--- src/rtl/rr_arbiter_pkg.sv ---
// Shared types for the round-robin arbiter.
// FSM state encoding used by rr_arbiter.
package rr_arbiter_pkg;

  typedef enum logic {
    RR_IDLE = 1'b0,
    RR_BUSY = 1'b1
  } rr_state_t;

endpackage

--- src/rtl/rr_arbiter_pick.sv ---
// rr_pick: rotating-priority one-hot picker.
// req/ptr (one-hot top priority) -> gnt one-hot winner, 0 if none.
module rr_pick #(
  parameter int N = 4
) (
  input  logic [N-1:0] req,
  input  logic [N-1:0] ptr,
  output logic [N-1:0] gnt
);

  logic [2*N-1:0] dbl;
  logic [2*N-1:0] dmask;
  logic [2*N-1:0] masked;
  logic [2*N-1:0] first;

  // Low copy keeps only bits at or above ptr; the high copy
  // supplies the wrapped-around candidates.
  assign dbl    = {req, req};
  assign dmask  = {{N{1'b1}}, ~(ptr - N'(1))};
  assign masked = dbl & dmask;
  assign first  = masked & (~masked + (2*N)'(1));
  assign gnt    = first[N-1:0] | first[2*N-1:N];

endmodule

--- src/rtl/rr_arbiter.sv ---
// Round-robin arbiter, N requesters, hold-capped tenure.
// clk/reset/en in; req[N] in; gnt[N], gnt_vld, gnt_idx out (registered).
module rr_arbiter
  import rr_arbiter_pkg::*;
#(
  parameter int N       = 4,
  parameter int MAXHOLD = 8,
  localparam int IW     = $clog2(N),
  localparam int HW     = $clog2(MAXHOLD + 1)
) (
  input  logic          clk,
  input  logic          reset,
  input  logic          en,
  input  logic [N-1:0]  req,
  output logic [N-1:0]  gnt,
  output logic          gnt_vld,
  output logic [IW-1:0] gnt_idx
);

  rr_state_t     state;
  logic [N-1:0]  ptr;
  logic [HW-1:0] hold;

  logic [N-1:0]  rot;
  logic [N-1:0]  others;
  logic [N-1:0]  pick_idle;
  logic [N-1:0]  pick_hand;
  logic          owner_on;
  logic          expired;
  logic          rotate;

  function automatic logic [IW-1:0] enc(
    input logic [N-1:0] v
  );
    enc = '0;
    for (int k = 0; k < N; k++) begin
      if (v[k]) enc = enc | IW'(k);
    end
  endfunction

  assign rot      = {gnt[N-2:0], gnt[N-1]};
  assign others   = req & ~gnt;
  assign owner_on = |(req & gnt);
  assign expired  = (hold == HW'(MAXHOLD)) && (|others);
  assign rotate   = !owner_on || expired;

  rr_pick #(.N(N)) u_pick_idle (
    .req (req),
    .ptr (ptr),
    .gnt (pick_idle)
  );

  // Handover scan starts just past the outgoing owner,
  // which therefore lands at lowest priority.
  rr_pick #(.N(N)) u_pick_hand (
    .req (others),
    .ptr (rot),
    .gnt (pick_hand)
  );

  always_ff @(posedge clk) begin
    if (reset) begin
      state   <= RR_IDLE;
      ptr     <= N'(1);
      hold    <= '0;
      gnt     <= '0;
      gnt_vld <= 1'b0;
      gnt_idx <= '0;
    end else if (en) begin
      unique case (state)
        RR_IDLE: begin
          if (|req) begin
            gnt     <= pick_idle;
            gnt_vld <= 1'b1;
            gnt_idx <= enc(pick_idle);
            hold    <= HW'(1);
            state   <= RR_BUSY;
          end
        end
        RR_BUSY: begin
          if (rotate) begin
            ptr <= rot;
            if (|others) begin
              gnt     <= pick_hand;
              gnt_vld <= 1'b1;
              gnt_idx <= enc(pick_hand);
              hold    <= HW'(1);
            end else begin
              gnt     <= '0;
              gnt_vld <= 1'b0;
              gnt_idx <= '0;
              hold    <= '0;
              state   <= RR_IDLE;
            end
          end else if (hold != HW'(MAXHOLD)) begin
            hold <= hold + HW'(1);
          end
        end
      endcase
    end
  end

endmodule

--- config.mk ---
export PLATFORM = sky130hd
export DESIGN_NAME = rr_arbiter
export DESIGN_NICKNAME = d
export VERILOG_FILES = /design/src/rtl/rr_arbiter_pkg.sv /design/src/rtl/rr_arbiter_pick.sv /design/src/rtl/rr_arbiter.sv
export SDC_FILE = /design/constraint.sdc
export NUM_CORES = 1
export LEC_CHECK = 0
export CAP_MARGIN = 10
export CORE_ASPECT_RATIO = 0.7
export CORE_MARGIN = 2
export CORE_UTILIZATION = 35
export DETAILED_ROUTE_END_ITERATION = 16
export HOLD_SLACK_MARGIN = 0.15
export RECOVER_POWER = 50
export SLEW_MARGIN = 20
export SYNTH_ARGS = -nofsm -noshare
export SYNTH_HDL_FRONTEND = slang
export SYNTH_HIERARCHICAL = 1
export SYNTH_SLANG_ARGS = --single-unit
--- constraint.sdc ---
create_clock -name clk -period 1.85 [get_ports clk]
set_clock_uncertainty 0.05 [all_clocks]
set_input_delay 0.2775 -clock clk [delete_from_list [all_inputs] [get_ports clk]]
set_output_delay 0.2775 -clock clk [all_outputs]
set_load 0.05 [all_outputs]
# Yosys cells after proc, flatten, opt, wreduce, memory -nomap -nowiden
# Cells that the tools add are included.
totals:
  register_bits: 16
  elab_cells: 65
op_classes:
  n_mux: 26
  bitwise_logic: 14
  reduce_logical: 9
  n_eq_ne: 5
  n_addsub: 5
ops:
  columns: ["operator", "count"]
  rows:
  - ["8-bit bitwise AND", 4]
  - ["4-bit two-way mux", 6]
  - ["8-bit by 1-bit adder with 8-bit output, second input constant", 2]
  - ["8-bit NOT", 2]
  - ["4-bit case mux with 2 select lines", 2]
  - ["2-bit two-way mux", 7]
  - ["4-bit NOT", 3]
  - ["4-bit OR reduction", 3]
  - ["3-bit AND reduction", 3]
  - ["4-bit bitwise AND", 2]
  - ["1-bit two-way mux", 8]
  - ["4-bit OR", 2]
  - ["4-bit by 1-bit subtractor with 4-bit output, second input constant", 2]
  - ["4-bit by 1-bit adder with 4-bit output, second input constant", 1]
  - ["4-bit == test, second input constant", 1]
  - ["4-bit != test, second input constant", 1]
  - ["1-bit case mux with 2 select lines", 2]
  - ["2-bit case mux with 2 select lines", 1]
  - ["3-bit by 1-bit != test with 1-bit output, second input constant", 1]
  - ["2-bit by 1-bit != test with 1-bit output, second input constant", 1]
  - ["2-bit != test, second input constant", 1]
  - ["1-bit logical AND", 1]
  - ["1-bit logical NOT", 1]
  - ["1-bit logical OR", 1]
  - ["1-bit NOT", 1]

# Depth between registers and ports, before layout
logic_depth:
  word_depth: 13
  mapped_depth: 8
  mapped_depth_nobuf: 8

# By module
# Netlist, hierarchy kept.
by_module_without_submodules:
  columns: ["module", "cells_each", "n_inst", "seq_area_each_um2", "area_each_um2"]
  rows:
  - ["rr_arbiter", 100, 1, 320.3, 953.4]
  - ["rr_pick", 21, 2, 0.0, 147.6]

# Least setup slack after synthesis
# OpenSTA, ideal clock, no wires.
synth_timing:
  path_type: "register to register"
  startpoint: "register gnt[3]"
  endpoint: "register gnt_idx[0]"
  setup_slack_ps: -252
  stages_incl_launch_ff: 8
  setup_time_ps: 88
  t_arrival_ps: 1964
  synth_period_minus_slack_ps: 2102
  cell_sequence: "dfxtp_1 inv_1 ha_1 xnor2_1 and2_1 o41ai_2 o21ai_0 a311oi_2"
synth_between:
  elab_chain_cells: 13
  elab_cells_between_ends: 23
  classes_between: "add/sub (2); eq/ne (1); mux (6); bitwise (8); reduce/logical (6)"
synth_rtl:
  columns: ["element", "line_no", "rtl"]
  rows:
  - ["from (decl)", "rr_arbiter.sv:15", "output logic [N-1:0] gnt,"]
  - ["from (signal assigned)", "rr_arbiter.sv:73", "gnt <= pick_idle;"]
  - ["from (signal assigned)", "rr_arbiter.sv:84", "gnt <= pick_hand;"]
  - ["4-bit by 1-bit subtractor with 4-bit output / 4-bit NOT (equally long branches)", "rr_arbiter_pick.sv:19, rr_arbiter.sv:42", null]
  - ["4-bit NOT / 4-bit bitwise AND (equally long branches)", "rr_arbiter_pick.sv:19, rr_arbiter.sv:42", null]
  - ["8-bit bitwise AND *", "rr_arbiter_pick.sv:20", "assign masked = dbl & dmask;"]
  - ["8-bit NOT", "rr_arbiter_pick.sv:21", "assign first = masked & (~masked + (2*N)'(1));"]
  - ["8-bit by 1-bit adder with 8-bit output", "rr_arbiter_pick.sv:21", null]
  - ["8-bit bitwise AND *", "rr_arbiter_pick.sv:21", null]
  - ["4-bit OR *", "rr_arbiter_pick.sv:22", "assign gnt = first[N-1:0] | first[2*N-1:N];"]
  - ["via pick_hand[1]", "rr_arbiter.sv:27", "logic [N-1:0] pick_hand;"]
  - ["1-bit two-way mux *", "rr_arbiter.sv:37", "if (v[k]) enc = enc | IW'(k);"]
  - ["2-bit two-way mux * (2 in a row)", "rr_arbiter.sv:37", null]
  - ["2-bit two-way mux *", "rr_arbiter.sv:83", "if (|others) begin"]
  - ["2-bit two-way mux *", "rr_arbiter.sv:81", "if (rotate) begin"]
  - ["2-bit case mux with 2 select lines *", "rr_arbiter.sv:70", "unique case (state)"]
  - ["to (signal assigned)", "rr_arbiter.sv:75", "gnt_idx <= enc(pick_idle);"]
  - ["to (signal assigned)", "rr_arbiter.sv:86", "gnt_idx <= enc(pick_hand);"]
  - ["to (decl)", "rr_arbiter.sv:17", "output logic [IW-1:0] gnt_idx"]
# The timed path passes the listed nets; every way through them passes the cells marked *. The select of a mux whose other input is x is not followed.
# A chain may end at the register's enable or synchronous reset.

# Worst setup path after layout
layout_timing:
  startpoint: "register ptr[1]"
  endpoint: "register gnt[3]"
layout_between:
  elab_chain_cells: 9
layout_rtl:
  columns: ["element", "line_no", "rtl"]
  rows:
  - ["from (decl)", "rr_arbiter.sv:21", "logic [N-1:0] ptr;"]
  - ["from (signal assigned)", "rr_arbiter.sv:82", "ptr <= rot;"]
  - ["4-bit by 1-bit subtractor with 4-bit output *", "rr_arbiter_pick.sv:19", "assign dmask = {{N{1'b1}}, ~(ptr - N'(1))};"]
  - ["4-bit NOT *", "rr_arbiter_pick.sv:19", null]
  - ["8-bit bitwise AND *", "rr_arbiter_pick.sv:20", null]
  - ["8-bit NOT", "rr_arbiter_pick.sv:21", null]
  - ["8-bit by 1-bit adder with 8-bit output", "rr_arbiter_pick.sv:21", null]
  - ["8-bit bitwise AND *", "rr_arbiter_pick.sv:21", null]
  - ["4-bit OR *", "rr_arbiter_pick.sv:22", null]
  - ["via pick_idle[3]", "rr_arbiter.sv:26", "logic [N-1:0] pick_idle;"]
  - ["4-bit two-way mux *", "rr_arbiter.sv:72", "if (|req) begin"]
  - ["4-bit case mux with 2 select lines *", "rr_arbiter.sv:70", null]
# Marked as above.

==> metrics.md <==
| Metric | Value |
|---|---|
| Vias per cell | between 5 and 6 |
| Async S/R FF share, synth | 0% |
| Layout cells sized above 1 | between 40% and 50% |
| Max-cap viol count | 0 |
| Area growth syn-to-layout | 52.6% |
| Main synth FF type | dfxtp_1 |
| Critical Path End Type | flip-flop |
| Req. time, crit path | between 1.5 and 2 ns |
| Max Fclk | between 0.5 and 0.6 GHz |
| VDD IR max | around 0.00026 V |
| Min-Delay Path Depth | 2 |
| Die Ht | 54.0 um |
| Most frequent cells in the layout | buf_4, nor2_1, nand2_1 |
| Critical path type | flip-flop to flip-flop |
| Port bufs | 13 |
| Die X | ~75 um |
| Pleak | around 0.77 nW |
| Pwr Total | ~1.2 mW |
| GRT Util Overall | 18.2% |
| Gr ovfl total | 0 |
| Starting Density | around 36% |
| GPL Wtd Cong | about 0.9 |
| 1st-iter DRT viols | between 50 and 60 |
| Die Area | 0.00407 mm^2 |
| Cell family with most CP delay | simple AND/OR/NAND/NOR gates |
| Outcome | finished with violations |
| Syn avg cell area | 8.79 um^2 |
| Final hold vios | 0 |
| Worst hold slack | around 0.45 ns |
| R2R cell count | 6 |
| Path category of the worst min-delay check | flip-flop to flip-flop |
| Hold worst-path end | hold[0] |
| Worst EP arrival | between 1.5 and 2 ns |
| Placed Area | 0.00165 mm^2 |
| Tightest Pin Transition | between 0.5 and 0.6 ns |
| Htree depth | 1 |
| Number of global-route vias before repair | 1,212 |
| Num CTS Buffers | 3 |
| CP Buf/Inv Count | 0 |
| Dpl ws | -0.350 ns |
| Clock root cell | clkbuf_8 |
| Most common cell after layout, fill and taps aside | buf_4 |
| Flops & latches, synth | 16 |
| Seq/Total Area, Yosys | around a quarter |
| Slew Viols, Final | 0 |
| Post-synth EDFFs | 0 |
| Routed len/inst | roughly 14 um |
| Longest Clk Path Bufs | 2 |
| Cells after Synth | 142 |
| Critical path peak fanout | 4 |
| Initial DRT Pass Iterations | 4 |
| Worst r2r src | ptr[1] |
| Nets@finish | 207 |
| Clk Latency, worst-skew pair | between 0.2 and 0.3 ns |
| PnR worst setup slack | -0.0414 ns |
| Core Rows | 18 |
| Final min period | approximately 1.9 ns |
| R2R Path End | gnt[3] |
| Core Region | 0.00347 mm^2 |
| Antenna violations before repair | 0 |
| Slowest CP cell | or4_1 |
| Pwr Density | between 600 and 700 mW/mm^2 |
| Worst path max stage delay | approximately 0.50 ns |
| Post-route DRC | 0 |
| Critical path, cell by cell | or4_1 -> and3_4 -> o211a_1 -> nor2b_1 -> a21oi_1 -> a211oi_2 |
| Yosys cell types | 48 |
| N_diodes | 0 |
| Top Ports | 14 |
| Post-route cell area | between 0.0015 and 0.002 mm^2 |
| Via Count | roughly 1,200 |
| Failing checks | negative setup slack |
| WL final | roughly 3.4 mm |
| Largest net degree at the start of global routing | 17 |
| R2R setup slack | -0.04 ns |
| Crit start category | flip-flop |
| Worst hold start | hold[0] |
| Reg clk slew, reported paths | around 0.06 ns |
| CTS tree | built |
| CTS sink cnt | 16 |
| Ys Warns | 6 |
| Worst slew margin | 60.3% |
| Fillcell total | 325 |
| Post-DP HPWL | ~2.5 mm |
| Synthesized cell area | 0.00125 mm^2 |
| Syn Nets | 153 |
| Setup Viol. Count Final | 2 |
| RSZ-0062 raised after global routing | true |
| ANT nets after route | 0 |
| First-pass GRT wire length | approximately 5.5 mm |
| Final Cycle Share | 102% |
## state kept, by name, indices dropped and copies added (netlist names)
signal / flops
gnt: 4
gnt_idx: 2
hold: 4
ptr: 4
state: 1
gnt_vld: 1
## how the worst max path moves through the flow
stage | startpoint | to | slack [ns] | cells past startpoint
2_1_floorplan | gnt[3] | gnt_idx[0] | -0.04 | 5
3_3_place_gp | req[0] | hold[2] | -0.30 | 7
3_5_place_dp | req[0] | hold[2] | -0.35 | 7
4_1_cts | ptr[1] | gnt[3] | -0.02 | 6
5_1_grt | ptr[1] | gnt[1] | -0.11 | 6
6_report | ptr[1] | gnt[3] | -0.04 | 6
## layout make-up
class | count | area (um^2) | share of cell area [%]
multi-input combinational | 112 | 996 | 52.3
timing repair buffer | 53 | 430 | 22.6
inverter | 10 | 37.5 | 1.97
clock buffer | 3 | 41.3 | 2.17
clock inverter | 1 | 3.75 | 0.197
sequential | 16 | 334 | 17.5
tap | 50 | 62.6 | 3.28
## timing repair
action | CTS | global route
endpoints found under the setup margin | 10 | 12
pin swaps | 16 | 11
hold buffers | 0 | 0
buffers inserted | 7 | 2
resized for setup | 29 | 11
## where the power goes
group,leakage (nW),switching (mW),total (mW),internal [mW]
registers,0.134,0.0163,0.385,0.368
logic,0.618,0.282,0.519,0.237
clock network,0.0231,0.119,0.266,0.147
## routing by layer
layer / GRT usage (%) / vias up / routed length (um)
li1: - / 633 / -
met1: 23.3 / 569 / 1630
met2: 31.2 / 30 / 1590
met3: 4.31 / 4 / 162
met4: 4.09 / 0 / 25
met5: 0 / - / 0
## worst reg2reg max path, stage by stage (launching register included)
cell	delay, ns
dfxtp_2	0.33
or4_1	0.50
and3_4	0.22
o211a_1	0.27
nor2b_1	0.14
a21oi_1	0.17
a211oi_2	0.10
## cells in the mapped netlist (2+ instances only)
| master | number | area, um^2 |
|---|---|---|
| o21bai_1 | 2 | 15.0 |
| o41ai_2 | 2 | 32.5 |
| and2_1 | 3 | 18.8 |
| a311oi_2 | 2 | 30.0 |
| nand2_1 | 12 | 45.0 |
| mux2i_1 | 3 | 30.0 |
| dfxtp_1 | 16 | 320 |
| nor2_1 | 14 | 52.6 |
| ha_1 | 4 | 50.1 |
| o21ai_0 | 3 | 15.0 |
| a22oi_2 | 2 | 25.0 |
| inv_1 | 10 | 37.5 |
| nor2b_1 | 5 | 31.3 |
| nand3_1 | 6 | 30.0 |
| a22oi_1 | 2 | 15.0 |
| and3_4 | 2 | 22.5 |
| nor2b_2 | 3 | 26.3 |
| nor4b_1 | 2 | 17.5 |
| xnor2_1 | 2 | 17.5 |
| or4_1 | 2 | 15.0 |
| o2bb2ai_1 | 2 | 17.5 |
| a211oi_1 | 4 | 30.0 |
| clkbuf_1 | 2 | 7.51 |
| a21oi_1 | 8 | 40.0 |
| o211a_1 | 2 | 20.0 |
| a31o_1 | 2 | 17.5 |
| o31ai_1 | 4 | 30.0 |
## cells by family after synthesis
group                      Yosys count  synth area share, %
and+or+nand+nor                     59                 29.0
AOI/OAI and AO/OA                   43                 31.6
DFF                                 16                 25.7
buffers and inverters               14                 4.81
muxes                                4                 3.61
adders and majority gates            4                 4.01
xor gates and xnor gates             2                 1.40
## per-stage QoR
| stage | instances | setup TNS [ns] | util (%) |
|---|---|---|---|
| after global placement | 232 | -3.63 | 47.6 |
| after global routing | 245 | -0.531 | 54.9 |
| after floorplan | 142 | -0.0411 | - |
| after detailed placement | 232 | -4.27 | 47.6 |
| after CTS | 243 | -0.0243 | 53.7 |
| final | 245 | -0.0807 | 54.9 |
Note: power is estimated with default switching activity, not from simulation.
